## src/rtl/key_led_ctrl.sv

```systemverilog
// rtl/key_led_ctrl.sv - two-key debounced up/down counter driving four LEDs
// A key held through reset must be seen released before it can register a press.

module key_debounce #(
   parameter int CNT_MAX = 1_000_000
) (
   input  logic clk,
   input  logic rst_n,
   input  logic key,
   output logic press
);
   localparam int CW = (CNT_MAX > 1) ? $clog2(CNT_MAX) : 1;
   localparam logic [CW-1:0] CNT_LAST = CW'(CNT_MAX - 1);

   typedef enum logic [1:0] {IDLE, FILT_DN, DOWN, FILT_UP} state_t;

   state_t        state, state_nxt;
   logic [1:0]    sync;
   logic [1:0]    vld;
   logic          armed;
   logic [CW-1:0] cnt, cnt_nxt;
   logic          press_nxt;
   logic          key_s;

   assign key_s = sync[1];

   always_ff @(posedge clk or negedge rst_n) begin
      if (!rst_n) begin
         sync  <= 2'b11;
         vld   <= 2'b00;
         armed <= 1'b0;
         state <= IDLE;
         cnt   <= '0;
         press <= 1'b0;
      end else begin
         sync  <= {sync[0], key};
         vld   <= {vld[0], 1'b1};
         // vld marks when sync[1] holds a real sample rather than its reset value
         if (vld[1] && key_s)
            armed <= 1'b1;
         state <= state_nxt;
         cnt   <= cnt_nxt;
         press <= press_nxt;
      end
   end

   always_comb begin
      state_nxt = state;
      cnt_nxt   = cnt;
      press_nxt = 1'b0;
      case (state)
         IDLE: begin
            if (!key_s && armed) begin
               state_nxt = FILT_DN;
               cnt_nxt   = '0;
            end
         end
         FILT_DN: begin
            if (key_s) begin
               state_nxt = IDLE;
            end else if (cnt == CNT_LAST) begin
               state_nxt = DOWN;
               press_nxt = 1'b1;
            end else begin
               cnt_nxt = cnt + 1'b1;
            end
         end
         DOWN: begin
            if (key_s) begin
               state_nxt = FILT_UP;
               cnt_nxt   = '0;
            end
         end
         FILT_UP: begin
            if (!key_s) begin
               state_nxt = DOWN;
            end else if (cnt == CNT_LAST) begin
               state_nxt = IDLE;
            end else begin
               cnt_nxt = cnt + 1'b1;
            end
         end
         default: state_nxt = IDLE;
      endcase
   end
endmodule

module key_led_ctrl #(
   parameter int CNT_MAX = 1_000_000
) (
   input  logic       clk,
   input  logic       rst_n,
   input  logic       key_in0,
   input  logic       key_in1,
   output logic [3:0] led
);
   logic press0, press1;

   key_debounce #(.CNT_MAX(CNT_MAX)) u_key0 (
      .clk   (clk),
      .rst_n (rst_n),
      .key   (key_in0),
      .press (press0)
   );

   key_debounce #(.CNT_MAX(CNT_MAX)) u_key1 (
      .clk   (clk),
      .rst_n (rst_n),
      .key   (key_in1),
      .press (press1)
   );

   // Simultaneous up and down presses cancel out
   always_ff @(posedge clk or negedge rst_n) begin
      if (!rst_n) begin
         led <= 4'b0000;
      end else begin
         case ({press1, press0})
            2'b01:   led <= led + 4'd1;
            2'b10:   led <= led - 4'd1;
            default: led <= led;
         endcase
      end
   end
endmodule

```

## config.mk

```make
export PLATFORM = sky130hd
export DESIGN_NAME = key_led_ctrl
export DESIGN_NICKNAME = d
export VERILOG_FILES = /design/src/rtl/key_led_ctrl.sv
export SDC_FILE = /design/constraint.sdc
export NUM_CORES = 1
export LEC_CHECK = 0
export ABC_AREA = 1
export ABC_CLOCK_PERIOD_IN_PS = 1600
export CAP_MARGIN = 20
export CORE_UTILIZATION = 35
export CTS_BUF_LIST = sky130_fd_sc_hd__clkbuf_8 sky130_fd_sc_hd__clkbuf_16
export DETAILED_ROUTE_END_ITERATION = 10
export GPL_ROUTABILITY_DRIVEN = 1
export PLACE_DENSITY = 0.63
export REMOVE_ABC_BUFFERS = 1
export SLEW_MARGIN = 20
export SYNTH_ARGS = -nofsm -noshare
export SYNTH_HDL_FRONTEND = slang
export SYNTH_SLANG_ARGS = --single-unit
```

## constraint.sdc

```tcl
create_clock -name clk -period 1.6 [get_ports clk]
set_clock_uncertainty 0.1 [all_clocks]
set_input_delay 0.32 -clock clk [delete_from_list [all_inputs] [get_ports clk]]
set_output_delay 0.32 -clock clk [all_outputs]
set_load 0.02 [all_outputs]
```

==> flow_metrics.py <==
metrics = {
    "setup_path": {
        "rrSetupSlack_ns": -0.003,
        "critPathKind": "register to register",
        "worstPathMaxFanout": 4,
        "crit_path_frequent_cell": "ha_4",
        "crit_path_top_delay_cell": "dfrtp_1",
        "critPathMaxStageDelay_ns": 0.40,
        "arrival_ns": 1.79,
        "startpoint_type": "register",
        "r2r_start": "u_key1.press",
        "worstRegToRegCells": 8,
        "crit_required_ns": 1.79,
        "crit_path_cell_trace": "ha_4, ha_4, a21oi_4, nand2_2, a21oi_2, buf_4, o211ai_1, nand2_1",
        "endpoint_kind": "register",
        "timing.rr.end": "led[3]",
    },
    "clock_network": {
        "clockRootBuffer": "clkbuf_8",
        "htreeDepth": 3,
        "cts_inserted_buffers": 9,
        "clock_sinks": 58,
        "clockBufferDepth": 2,
        "tritoncts": "done",
        "clk_latency_ns": 0.35,
        "path_clk_slew_ns": 0.07,
    },
    "outcome": {
        "status": "complete, but fails checks",
        "failed_checks": "setup timing",
    },
    "hold_path": {
        "worst_hold_path.endpoint": "u_key0.vld[1]",
        "min_path_cells": 0,
        "worst_hold_path_type": "register to register",
        "hp-start": "u_key1.vld[0]",
    },
    "sta": {
        "fin_setup_tns_ns": -0.00307,
        "period_needed_ns": 1.60,
        "finalSetupViolCount": 1,
        "hold_viol": 0,
        "setup_ws_ns": -0.00307,
        "rsz0062_at_grt": "yes",
        "final-max-slew-violation-count": 0,
        "fmax_ghz": 0.624,
        "fin_crit_sh": 1.00,
    },
    "global_routing": {
        "grt-ovfl-total": 0,
        "grt_max_degree": 59,
        "grt_usage": 0.165,
        "grt_pass1_vias": 2957,
        "grt_pass1_wl_um": 13200,
        "grt_antenna_before_repair": 0,
    },
    "final_layout": {
        "n_antenna_cell": 0,
        "finalNonFillerCells": 681,
        "drive_gt1_frac": 0.286,
        "final_common_cell": "nand2_1",
        "mostFrequentLayoutCells": "163 x nand2_1, 47 x inv_1, 45 x nor2_1",
        "areaGrowthSynthToFinish_pct": 33.2,
        "final_core_util": 0.489,
        "layout.nets": 557,
    },
    "routing": {
        "wl_met3_um": 329,
        "firstDrtPassIters": 4,
        "ant_nets": 0,
        "route.met2.wl_um": 3840,
        "drt_iter0_drc": 134,
        "m1WireLength_um": 3910,
        "route.top_layer_used": "met4",
        "viasPerCell": 4.77,
        "totalWireLength_um": 8240,
        "vias": 3247,
        "drc": 0,
        "routedWlPerCell_um": 12.1,
    },
    "pwr": {
        "p_leak_uw": 0.00211,
        "ir_drop_v": 0.000332,
        "clkPwrFrac": 0.342,
        "cellPowerDensity_mw_per_mm2": 754,
        "pwr-share-comb": 0.195,
        "p_total_uw": 3460,
        "netSwitchingPower_uw": 1000,
        "intPower_uw": 2450,
        "pwr-share-seq": 0.462,
        "p_sw_frac": 0.291,
    },
    "placed_design": {
        "place_worst_setup_slack_ns": -0.161,
        "dpl.hpwl_um": 5330,
        "portBuffers": 7,
        "place_inst": 651,
        "place_congestion": 0.927,
    },
    "logic_synthesis": {
        "synth_seq_cells": 58,
        "yosys_warnings": 0,
        "netlist-cell-type-count": 28,
        "syn_area_mm2": 0.00344,
        "syn_area_per_cell_um2": 6.99,
        "netlist_instances": 492,
        "yosysSeqAreaShare": 0.423,
    },
    "floorplan": {
        "ioPinCount": 8,
        "core_mm2": 0.00937,
        "die_w_um": 101,
        "die_h_um": 101,
        "die_area_mm2": 0.0102,
        "initial_core_util": 0.367,
        "rows": 35,
    },
    "run": {
        "maxCapViolations": 0,
    },
}
## cell type report
cell class	count	area, um2
clock buffers	10	138
clock inverters	6	28.8
inverters	49	186
multi-input cells	377	2050
well taps	129	161
repair buffers	52	548
fillers	893	4790
flip-flops and latches	58	1470
## state kept, by name, indices dropped and copies added, names as in the netlist, 2 cells and up, named ones only
| signal | count |
|---|---|
| led | 4 |
| u_key1.cnt | 20 |
| u_key1.sync | 2 |
| u_key0.sync | 2 |
| u_key0.cnt | 20 |
## kinds of logic after synthesis
| group | synth area share |
|---|---|
| AO/OA/AOI/OAI | 0.0437 |
| XOR/XNOR | 0.0407 |
| adder cells (fa/ha/maj) | 0.0240 |
| buffers and inverters | 0.0724 |
| flip-flops | 0.423 |
| other | 0.00109 |
| AND/OR/NAND/NOR | 0.395 |
## through the flow
step / hold slack [ns] / instance area (um2)
after CTS: 0.252 / 4130
after global placement: 0.237 / 3900
after detailed placement: 0.237 / 3900
final: 0.249 / 4580
after global routing: 0.252 / 4580
after floorplan: -0.0756 / 3370
## what timing repair did
item | CTS | global route
hold buffers | 1 | 0
endpoints found under the hold margin | 54 | 0
pin swaps | 3 | 32
gates resized for setup | 15 | 100
setup endpoints to repair | 37 | 44
buffers inserted | 1 | 9
gates cloned | 0 | 3
## worst max path at each step
| stage | startpoint | end | slack [ns] | cells after the start |
|---|---|---|---|---|
| final | u_key1.press | led[3] | -0.003 | 8 |
| after floorplan | u_key0.press | led[3] | -0.07 | 9 |
| after detailed placement | u_key1.cnt[0] | u_key1.cnt[8] | -0.16 | 8 |
| after global routing | u_key0.press | led[3] | -0.09 | 8 |
| after global placement | u_key1.cnt[0] | u_key1.cnt[8] | -0.15 | 8 |
| after CTS | u_key1.cnt[0] | u_key1.cnt[3] | 0.001 | 9 |
## cells in the mapped netlist
cell / number / area [um2]
a21o_1: 2 / 15.0
a21oi_1: 6 / 30.0
buf_2: 4 / 20.0
buf_6: 4 / 45.0
conb_1: 1 / 3.75
dfrtp_1: 54 / 1350
dfstp_2: 4 / 105
fa_1: 1 / 20.0
ha_1: 5 / 62.6
inv_1: 49 / 184
nand2_1: 197 / 739
nand2_2: 3 / 18.8
nand3_1: 43 / 215
nand3_2: 2 / 20.0
nand3b_1: 2 / 15.0
nand4_1: 6 / 37.5
nor2_1: 62 / 233
nor2_2: 4 / 25.0
nor2_4: 1 / 11.3
nor3_1: 2 / 10.0
nor3_2: 2 / 20.0
o211ai_1: 1 / 7.51
o21ai_0: 17 / 85.1
o21ai_1: 1 / 5.00
o21bai_1: 1 / 7.51
or2_2: 2 / 12.5
xnor2_1: 6 / 52.6
xor2_1: 10 / 87.6
## worst max-delay path: cells and delay by family (launching register included)
family / cells / cell delay [ns]
flops: 1 / 0.40
fa+ha+maj: 2 / 0.42
buf+inv: 1 / 0.12
simple gates: 2 / 0.15
compound gates: 3 / 0.36
## power groups by stage
stage / Clock (uW) / Sequential (uW) / Combinational, uW
after floorplan: 0 / 1620 / 197
after global placement: 0 / 1620 / 454
after detailed placement: 0 / 1620 / 458
after CTS: 1220 / 1600 / 472
after global routing: 1270 / 1610 / 735
final: 1180 / 1600 / 676
## per-layer routing
| metal | GRT usage | vias to the layer above |
|---|---|---|
| li1 | - | 1642 |
| met1 | 0.209 | 1512 |
| met2 | 0.260 | 74 |
| met3 | 0.0455 | 19 |
| met4 | 0.0836 | 0 |
| met5 | 0 | - |
No activity file was read; power rests on OpenSTA's default activity.
